`config.mk`:
```
export PLATFORM = sky130hd
export DESIGN_NAME = burst_line_master
export DESIGN_NICKNAME = d
export VERILOG_FILES = /design/src/rtl/burst_line_master.sv
export SDC_FILE = /design/constraint.sdc
export NUM_CORES = 1
export LEC_CHECK = 0
export ABC_AREA = 1
export CORE_MARGIN = 3
export CORE_UTILIZATION = 47
export DETAILED_ROUTE_END_ITERATION = 7
export GPL_ROUTABILITY_DRIVEN = 0
export PLACE_DENSITY = 0.79
export SLEW_MARGIN = 25
export SYNTH_ARGS = -nofsm -noshare
export SYNTH_HDL_FRONTEND = slang
export SYNTH_SLANG_ARGS = --single-unit
export TNS_END_PERCENT = 10
```
`constraint.sdc`:
```
create_clock -name clk_i -period 6.86 [get_ports clk_i]
set_input_delay 1.372 -clock clk_i [delete_from_list [all_inputs] [get_ports clk_i]]
set_output_delay 1.372 -clock clk_i [all_outputs]
set_load 0.1 [all_outputs]
```
`src/rtl/burst_line_master.sv`:
```
// rtl/burst_line_master.sv - single-line Avalon-style burst master with local line buffer
module burst_line_master #(
  parameter  int LINE_WORDS = 8,
  parameter  int TIMEOUT    = 255,
  localparam int IW         = (LINE_WORDS > 1) ? $clog2(LINE_WORDS) : 1,
  localparam int CW         = $clog2(LINE_WORDS) + 1
) (
  input  logic          clk_i,
  input  logic          rst_i,
  input  logic          cmd_valid_i,
  output logic          cmd_ready_o,
  input  logic          cmd_write_i,
  input  logic [29:0]   cmd_addr_i,
  input  logic [3:0]    cmd_byteenable_i,
  input  logic          buf_we_i,
  input  logic [IW-1:0] buf_idx_i,
  input  logic [31:0]   buf_wdata_i,
  output logic [31:0]   buf_rdata_o,
  output logic          done_o,
  output logic          err_o,
  output logic [29:0]   bus_address,
  output logic [4:0]    bus_burstcount,
  output logic [3:0]    bus_byteenable,
  output logic          bus_read,
  output logic          bus_write,
  output logic [31:0]   bus_writedata,
  input  logic          m_waitrequest,
  input  logic          m_readdatavalid,
  input  logic          m_writeresponsevalid,
  input  logic [31:0]   m_readdata,
  input  logic [1:0]    m_response
);

  typedef enum logic [1:0] {IDLE, REQ, DATA, DONE} state_t;

  localparam logic [29:0] ALIGN_MASK = ~30'(LINE_WORDS - 1);
  localparam logic [CW-1:0] LAST_CNT = CW'(LINE_WORDS - 1);

  state_t         state_q, state_d;
  logic           wr_q;
  logic [29:0]    addr_q;
  logic [3:0]     be_q;
  logic [CW-1:0]  beat_cnt;
  logic           err_q;
  logic [7:0]     timer_q;
  logic [31:0]    buffer [LINE_WORDS];

  logic           active, accept, beat, last_beat, expire, cmd_fire;
  logic [IW-1:0]  beat_idx;

  assign active    = (state_q == REQ) || (state_q == DATA);
  assign accept    = (state_q == REQ) && !m_waitrequest;
  assign beat      = active && (wr_q ? m_writeresponsevalid : m_readdatavalid);
  assign last_beat = beat && (beat_cnt == LAST_CNT);
  // Any bus progress (acceptance or a beat) defers the timeout, so a final beat always wins.
  assign expire    = active && !accept && !beat && (timer_q == 8'(TIMEOUT));
  assign cmd_fire  = (state_q == IDLE) && cmd_valid_i;
  assign beat_idx  = beat_cnt[IW-1:0];

  assign buf_rdata_o = buffer[buf_idx_i];

  // State register
  always_ff @(posedge clk_i or posedge rst_i) begin
    if (rst_i) state_q <= IDLE;
    else       state_q <= state_d;
  end

  // Next state and all state-decoded outputs
  always_comb begin
    state_d        = state_q;
    cmd_ready_o    = 1'b0;
    done_o         = 1'b0;
    err_o          = 1'b0;
    bus_address    = '0;
    bus_burstcount = '0;
    bus_byteenable = '0;
    bus_read       = 1'b0;
    bus_write      = 1'b0;
    bus_writedata  = '0;
    if (active && wr_q) bus_writedata = buffer[beat_idx];
    case (state_q)
      IDLE: begin
        cmd_ready_o = 1'b1;
        if (cmd_valid_i) state_d = REQ;
      end
      REQ: begin
        bus_read       = !wr_q;
        bus_write      = wr_q;
        bus_address    = addr_q;
        bus_byteenable = be_q;
        bus_burstcount = 5'(LINE_WORDS);
        if (last_beat || expire) state_d = DONE;
        else if (accept)         state_d = DATA;
      end
      DATA: begin
        if (last_beat || expire) state_d = DONE;
      end
      DONE: begin
        done_o  = 1'b1;
        err_o   = err_q;
        state_d = IDLE;
      end
      default: state_d = IDLE;
    endcase
  end

  // Command latch, beat counter, sticky error and progress timer
  always_ff @(posedge clk_i or posedge rst_i) begin
    if (rst_i) begin
      wr_q     <= 1'b0;
      addr_q   <= '0;
      be_q     <= '0;
      beat_cnt <= '0;
      err_q    <= 1'b0;
      timer_q  <= '0;
    end else if (cmd_fire) begin
      wr_q     <= cmd_write_i;
      addr_q   <= cmd_addr_i & ALIGN_MASK;
      be_q     <= cmd_byteenable_i;
      beat_cnt <= '0;
      err_q    <= 1'b0;
      timer_q  <= '0;
    end else if (active) begin
      if (beat) begin
        beat_cnt <= beat_cnt + 1'b1;
        if (m_response != 2'b00) err_q <= 1'b1;
      end
      if (accept || beat) timer_q <= '0;
      else if (expire)    err_q   <= 1'b1;
      else                timer_q <= timer_q + 8'd1;
    end
  end

  // Line buffer: client writes while idle, read-burst capture while active; never reset
  always_ff @(posedge clk_i) begin
    if (state_q == IDLE && buf_we_i) buffer[buf_idx_i] <= buf_wdata_i;
    else if (beat && !wr_q)          buffer[beat_idx]  <= m_readdata;
  end

endmodule
```
Yosys cells after proc, flatten, opt, wreduce, memory -nomap -nowiden
Memories as Yosys holds them, arrays and structs flattened.
Cells that the tools add are included.
W data, S select, Z words.

word-level totals
  logic and storage cells = 80
  bits in registers = 47
  input bits = 111
  output and inout bits = 108
  memory bits (writable) = 256
  memories = 1

memories
  name    depth  width  read ports  clocked after Yosys merged registers in  wr ports  RTL line  text
  buffer  8      32     2           0                                        1         46        logic [31:0] buffer [LINE_WORDS];

cells by class
  mux-type cells = 36
  equality and inequality tests = 9
  reduce and logical (&&, ||, !) cells = 25
  add/sub/neg operators = 2

operators with widths
  kind                   number
  $mux W32               2
  $mux W8                4
  $reduce_or A32 Y1      1
  $mux W30               1
  $mux W4                5
  $mux W1                18
  $logic_and A1 B1 Y1    10
  $add A8 B1 Y8 const B  1
  $eq A8 B8 Y1 const B   1
  $mux W2                4
  $pmux W2 S4            1
  $reduce_bool A2 Y1     3
  $add A4 B1 Y4 const B  1
  $eq A2 B2 Y1 const B   2
  $eq A4 B3 Y1 const B   1
  $logic_not A1 Y1       4
  $reduce_and A2 Y1      2
  $logic_or A1 B1 Y1     3
  $mux W3                1
  $ne A3 B1 Y1 const B   1
  $ne A3 B2 Y1 const B   1
  $reduce_and A3 Y1      1
  $eq A2 B1 Y1 const B   1
  $logic_not A2 Y1       1
  2 further kinds        2

Depth between registers and ports, before layout
Gate-level depths: netlist of the first run.

  depth in word-level cells = 10
  mapped depth = 13
  gate-level depth less buffers = 12

Worst setup path before layout of the first run
No wires, ideal clock.

  kind = in2out
  start point = in buf_idx_i[0]
  end point = out buf_rdata_o[3]
  data required time = 5.488 ns
  stages on the path = 5
  arrival = 3.604 ns
  path slack = 1.884 ns
  cells stage by stage = buf_2 clkbuf_1 a21oi_1 o21ai_0 a31oi_1

on the way
  longest elaborated chain between the ends = 1

ends and longest elaborated chain
  item             RTL line  text
  start, declared  16        input logic [IW-1:0] buf_idx_i,
  $mem_v2 Z8 W32   --
  end, declared    18        output logic [31:0] buf_rdata_o,

Every way passes these cells.

Final worst setup path of the first run
  start point = reg state_q[0]
  end point = out bus_writedata[22]

on the way
  longest elaborated chain between the ends = 4
  elaborated cells between the ends (all ways) = 5
  those cells by class = eq/ne: 2; mux: 1; reduce/logical: 2

ends and longest elaborated chain
  item                                                 RTL line  text
  start, declared                                      39        state_t state_q, state_d;
  start signal, assigned                               65        else state_q <= state_d;
  $eq A2 B1 Y1 / $eq A2 B2 Y1 (equally long branches)  51        assign active = (state_q == REQ) || (state_q == DATA);
  $logic_or A1 B1 Y1 *                                 51
  $logic_and A1 B1 Y1 *                                80        if (active && wr_q) bus_writedata = buffer[beat_idx];
  $mux W32 *                                           80
  end, declared                                        26        output logic [31:0] bus_writedata,

Mark *: on every way between the ends. The rest lies on a longest branch, timed or not.

==> reports/results.ini, run 1 <==
[run_status]
status = finished clean

[clock_network]
cts_tree = built
cts-root-buf = clkbuf_16
postCtsHoldBufs = 0
cts_resized = 0
clkSlewWorstSetupHoldPaths_ns = 0.06
cts_sinks = 303
ctsHtreeMaxLevel = 1
cts_made_buffers = 31
post_cts_buffers = 0
clk_latency_ns = 0.57
cts_buffer_depth = 3

[timing]
tightestPinTransition_ns = 1.07
finalCritPeriodShare = 0.818
rsz0062_at_grt = false
fin_crit_ns = 5.61
max_freq_mhz = 178
drv_slew = 0
setup_slack_ns = 1.25
finalHoldViolations = 0
final-setup-viol-count = 0
fin_tns_setup_ns = 0
maxSlewHeadroom = 0.282
skew_ns = 0.0169

[placed_design]
hpwl_mm = 25.7
dp_slack_ns = 1.66
port-buffer-count = 208

[power]
seqPwrFrac = 0.328
switching_share = 0.467
clkPwrFrac = 0.205
ir_worst_vdd_mv = 0.263
internal_power_mw = 4.35
switching_power_mw = 3.80
comb_power_share = 0.467
leakagePower_nw = 7.33
powerDensity_nw_per_um2 = 434

[logic_synthesis]
synth_top_area_cell = edfxtp_1
yosys.cell_count.top_type = o21ai_0
synthCells = 1700
yosys.cell_types.count = 31
ys_seq_elements = 303
ys_seq_area_frac = 0.587
synth-edff-count = 256
synth_top_area_frac = 0.509
synth.avg_cell_area_um2 = 8.89
synth_ff_type = edfxtp_1
synth_area_leaders = edfxtp_1, o21ai_0, nand2_1
synth.yosys.warnings = 0
synth_common_cells = o21ai_0, nand2_1, edfxtp_1, nor2_1, a21oi_1
syn_area_um2 = 15100
synthArstFlopShare = 0.155

[floorplan]
die_x_um = 185
core_region_area_um2 = 31600
dieArea_um2 = 34300
start_util = 0.478
io_pins = 219
die_h_um = 185
num_rows = 65

[run]
max_cap_violations = 0

[final_layout]
fillers = 2499
num_antenna_cells = 0
area_growth_pct = 24.1
fin_nets = 1966
drive_gt1_frac = 0.0706

[detailed_routing]
via_count = 13214
viasPerCell = 5.82
drtAntennaViolNets = 0
wire_per_inst_um = 19.1
drt_first_pass_iters = 5
remaining_drc_errors = 0
drt_iter0_markers = 1581
wl_mm = 43.3

[worst_setup_path]
crit_chain = inv_1 > ha_1 > nand2_1 > inv_1 > buf_4 > o21ai_0 > nor2_1 > clkdlybuf4s50_1
cp.arrival_ns = 4.24
path_max_fanout = 20
required_ns = 5.49
worst-path-buf-inv = 4
crit_family = buffers and inverters
endpoint_kind = primary output
cpMostUsedCell = inv_1
r2r_cells = 9
startpoint_type = register
critPathKind = reg -> out
r2r_slack_ns = 2.91
cp_slowest_cell = clkdlybuf4s50_1
critPathMaxStageDelay_ns = 1.20
crit_cells = 8

[global_route]
grt_pass1_wl_mm = 65.1
grtUsageTotal = 0.240
antenna_found_initial = 0
grt_pass1_vias = 12813
grt_max_degree = 109
overflow = 0

[min_path]
worstHoldPathCells = 2
hp-class = reg -> reg

## cell usage in the layout, fill, tap and decap left out, drive strengths merged, types with 2 or more instances in the layout
cell type      instances
nand2                331
a21oi                133
bufinv                 4
ha                     7
a31oi                 32
buf                   61
nand4                 10
clkbuf                35
clkinv                17
clkinvlp               2
edfxtp               256
clkdlybuf4s50        174
inv                  122
conb                   7
o211ai                 2
nor2                 209
o21ai                402
nand3                 13
nor3                   2
dfrtp                 47
or2                    2
## tightest hold or removal path: cells and delay by family (launching register included)
family / cells / cell delay, ns
AND/OR/NAND/NOR: 2 / 0.10
flip-flops: 1 / 0.34
## through the flow
stage | hold WS [ns] | power, mW | util | instance area [um2] | instances
floorplan | 0.449 | 5.40 | - | 15100 | 1706
global placement | 0.461 | 6.36 | 0.561 | 17700 | 2217
detailed placement | 0.465 | 6.47 | 0.561 | 17700 | 2217
CTS | 0.482 | 8.13 | 0.593 | 18800 | 2272
global route | 0.498 | 8.52 | 0.593 | 18800 | 2272
finish | 0.480 | 8.15 | 0.593 | 18800 | 2272
## power by group through the flow
stage | Sequential [mW] | Combinational [mW] | Clock [mW]
after floorplan | 2.61 | 2.79 | 0
after global placement | 2.68 | 3.68 | 0
after detailed placement | 2.70 | 3.77 | 0
after CTS | 2.67 | 3.78 | 1.68
after global routing | 2.70 | 4.05 | 1.76
final | 2.67 | 3.81 | 1.67
## state kept, by name (all words and copies together), names as in the netlist
signal	cells
buffer	256
addr_q	27
timer_q	8
be_q	4
beat_cnt	4
state_q	2
err_q	1
wr_q	1
## layout make-up
cell class                      count  area (um2)  share of cell area
Clock inverter                     20         215              0.0115
Clock buffer                       35         791              0.0422
Tap cell                          402         503              0.0268
Sequential cell                   303        8870               0.473
Inverter                          125         475              0.0254
Timing Repair Buffer              235        2610               0.139
Multi-Input combinational cell   1152        5290               0.282
## routing by layer
| metal | GRT usage | routed length, um | vias up |
|---|---|---|---|
| met5 | 0 | 0 | - |
| met4 | 0.116 | 1640 | 0 |
| met3 | 0.0346 | 4260 | 146 |
| met2 | 0.407 | 21400 | 778 |
| met1 | 0.302 | 16000 | 6198 |
| li1 | - | - | 6092 |
## final timing paths
| kind | to | from |
|---|---|---|
| min in group asynchronous | addr_q[7]$_DFFE_PP0P_ | rst_i |
| setup reg to reg | buffer[2][23]$_DFFE_PP_ | state_q[0]$_DFFE_PP0P_ |
| max in group asynchronous | beat_cnt[0]$_DFFE_PP0P_ | rst_i |
| hold / removal | addr_q[23]$_DFFE_PP0P_ | addr_q[23]$_DFFE_PP0P_ |
| hold reg to reg | addr_q[23]$_DFFE_PP0P_ | addr_q[23]$_DFFE_PP0P_ |
| setup / recovery | bus_writedata[22] | state_q[0]$_DFFE_PP0P_ |
## logic make-up after synthesis
| logic type | after synthesis | share of synthesized area |
|---|---|---|
| other cells | 1 | 0.000248 |
| buf+inv | 251 | 0.0687 |
| fa+ha+maj | 7 | 0.00580 |
| compound gates | 570 | 0.193 |
| flops | 303 | 0.587 |
| simple gates | 568 | 0.146 |
(Power assumes the default switching activity.)
==> run 2: changes to the inputs <==
--- a/config.mk
+++ b/config.mk
@@ -10,7 +10,7 @@
 export CORE_UTILIZATION = 47
 export DETAILED_ROUTE_END_ITERATION = 7
 export GPL_ROUTABILITY_DRIVEN = 0
-export PLACE_DENSITY = 0.79
+export PLACE_DENSITY = 0.81
 export SLEW_MARGIN = 25
 export SYNTH_ARGS = -nofsm -noshare
 export SYNTH_HDL_FRONTEND = slang
==> constraint.sdc (replaced) <==
create_clock -name clk_i -period 4.7 [get_ports clk_i]
set_input_delay 0.94 -clock clk_i [delete_from_list [all_inputs] [get_ports clk_i]]
set_output_delay 0.94 -clock clk_i [all_outputs]
set_load 0.1 [all_outputs]
==> run 2 against run 1 <==
Sequential power up 44%. Critical path type unchanged. Largest power group unchanged. Critical endpoint is now bus_writedata[4]. Design area up 0.24%. Register-to-register slack worse by 1.7 ns. Highest routed layer unchanged. Flip-flop and latch count unchanged. Critical path depth unchanged.
==> reports/results.ini, run 2 (same netlist as run 1, synthesis figures left out) <==
[detailed_routing]
wl_mm = 43.3  ; about the same
drt_first_pass_iters = 6  ; was 5
drt_iter0_markers = 1421  ; was 1581
remaining_drc_errors = 0  ; unchanged
wire_per_inst_um = 18.9  ; was 19.1 um
viasPerCell = 5.81  ; was 5.82
drtAntennaViolNets = 0  ; unchanged
via_count = 13291  ; was 13214

[run]
max_cap_violations = 0  ; unchanged

[clock_network]
post_cts_buffers = 0  ; unchanged
cts-root-buf = clkbuf_16  ; unchanged
clkSlewWorstSetupHoldPaths_ns = 0.06  ; about the same
clk_latency_ns = 0.57  ; about the same
postCtsHoldBufs = 0  ; unchanged
cts_resized = 0  ; unchanged
cts_tree = built  ; unchanged
cts_made_buffers = 31  ; unchanged
cts_sinks = 303  ; unchanged
ctsHtreeMaxLevel = 1  ; unchanged
cts_buffer_depth = 3  ; unchanged

[min_path]
min_from = addr_q[8]$_DFFE_PP0P_  ; was addr_q[23]$_DFFE_PP0P_
hp-class = reg -> reg  ; unchanged

[final_layout]
instances_no_fill = 2289  ; was 2272
fillers = 2464  ; was 2499
num_antenna_cells = 0  ; unchanged
largest_reg_flops = 256  ; unchanged
fin_nets = 1980  ; was 1966
area_growth_pct = 24.4  ; was 24.1%
regMostFlops = buffer  ; unchanged
ff_latch_area_um2 = 8870  ; unchanged
reg_top3 = buffer (256), addr_q (27), timer_q (8)  ; unchanged
final_cell_mix = o21ai_0, nand2_1, edfxtp_1  ; unchanged
final_common_cell = o21ai_0  ; unchanged
drive_gt1_frac = 0.114  ; was 0.0706
multiInputGateArea_um2 = 5290  ; unchanged

[timing]
maxSlewHeadroom = 0.332  ; was 0.282
rsz0062_at_grt = false  ; unchanged
max_freq_mhz = 241
fin_tns_setup_ns = 0  ; unchanged
fin_crit_ns = 4.16
tightestPinTransition_ns = 0.999  ; was 1.07 ns
drv_slew = 0  ; unchanged
finalCritPeriodShare = 0.884
final-setup-viol-count = 0  ; unchanged
skew_ns = 0.0141  ; was 0.0169 ns
finalHoldViolations = 0  ; unchanged

[placed_design]
port-buffer-count = 208  ; unchanged
hpwl_mm = 27.0  ; was 25.7 mm
dp.cells = 2231  ; was 2217

[floorplan]
start_util = 0.478  ; unchanged
die_x_um = 185  ; unchanged
io_pins = 219  ; unchanged
die_h_um = 185  ; unchanged
core_region_area_um2 = 31600  ; unchanged
num_rows = 65  ; unchanged
dieArea_um2 = 34300  ; unchanged

[power]
leakagePower_nw = 7.56  ; was 7.33 nW
seqPwrFrac = 0.322  ; was 0.328
switching_power_mw = 5.60  ; was 3.80 mW
ir_worst_vdd_mv = 0.428  ; was 0.263 mV
comb_power_share = 0.466  ; was 0.467
powerDensity_nw_per_um2 = 636  ; was 434 nW/um2
switching_share = 0.468  ; was 0.467
clkPwrFrac = 0.211  ; was 0.205
internal_power_mw = 6.37  ; was 4.35 mW

[global_route]
grt_pass1_wl_mm = 65.6  ; was 65.1 mm
grt_pass1_vias = 12933  ; was 12813
overflow = 0  ; unchanged
grtUsageTotal = 0.241  ; was 0.240
grt_max_degree = 75  ; was 109
antenna_found_initial = 0  ; unchanged

[run_status]
status = finished clean  ; unchanged

[worst_setup_path]
endpoint_kind = primary output  ; unchanged
critPathMaxStageDelay_ns = 0.64  ; was 1.20 ns
crit_family = buffers and inverters  ; unchanged
r2r_start = state_q[0]$_DFFE_PP0P_  ; unchanged
worst-path-buf-inv = 4  ; unchanged
critPathLaunch = state_q[0]$_DFFE_PP0P_  ; unchanged
path_max_fanout = 17  ; was 20
startpoint_type = register  ; unchanged
required_ns = 3.76  ; was 5.49 ns
crit_chain = inv_1 > ha_1 > nand2_1 > inv_1 > buf_4 > o21ai_0 > nor2_1 > buf_4  ; was inv_1 > ha_1 > nand2_1 > inv_1 > buf_4 > o21ai_0 > nor2_1 > clkdlybuf4s50_1
critPathKind = reg -> out  ; unchanged
cp.arrival_ns = 3.22  ; was 4.24 ns
cp_slowest_cell = inv_1  ; was clkdlybuf4s50_1

==> run 2: cell types whose count changed in the layout (fill, tap and decap cells not counted) <==
cell	delta
clkbuf_1	+1
inv_16	+1
buf_4	+75
inv_4	+2
clkinv_4	-1
clkbuf_8	+2
buf_12	+5
clkdlybuf4s50_1	-66
clkinv_1	-1
inv_6	-1
==> run 2: worst reg2reg max path: cells and delay by family (launching register included) <==
family          cells  cell delay (ns)
fa+ha+maj           1             0.40
flops               1             0.42
simple gates        4             1.44
buf+inv             3             0.84
compound gates      1             0.12
==> run 2: power groups by stage <==
stage          Clock [mW]  Sequential, mW  Combinational [mW]
5_1_grt              2.66            3.90                5.94
3_3_place_gp            0            3.87                5.40
2_1_floorplan           0            3.81                4.07
3_5_place_dp            0            3.90                5.53
4_1_cts              2.54            3.85                5.55
6_report             2.53            3.85                5.58
==> run 2: layout make-up <==
class,instances,area share
Clock buffer,38,0.0437
Clock inverter,20,0.0121
Inverter,125,0.0252
Multi-Input combinational cell,1152,0.282
Sequential cell,303,0.472
Tap cell,402,0.0268
Timing Repair Buffer,249,0.139
==> run 2: path summary, 6_finish.rpt <==
kind                       depth (start not counted)  slack (ns)                 endpoint
max                                                8        0.54         bus_writedata[4]
min                                                2        0.48    addr_q[8]$_DFFE_PP0P_
max reg2reg                                        9        1.18  buffer[5][25]$_DFFE_PP_
min reg2reg                                        2        0.48    addr_q[8]$_DFFE_PP0P_
max in group asynchronous                          3        3.40  beat_cnt[0]$_DFFE_PP0P_
min in group asynchronous                          3        0.84   addr_q[19]$_DFFE_PP0P_
==> run 2: metal layers <==
metal	vias to the layer above	GRT usage	wire length [um]
met2	840	0.410	21300
met4	0	0.109	1650
li1	6127	-	-
met3	151	0.0348	4270
met1	6173	0.306	16100
met5	-	0	0
==> run 2: through the flow <==
step	utilization	setup slack [ns]	area [um2]	hold WS, ns	total power [mW]
2_1_floorplan	-	0.588	15100	0.449	7.88
3_3_place_gp	0.561	0.765	17800	0.462	9.27
3_5_place_dp	0.561	0.655	17800	0.465	9.43
4_1_cts	0.594	0.649	18800	0.481	11.9
5_1_grt	0.594	0.481	18800	0.504	12.5
6_report	0.594	0.545	18800	0.479	12.0
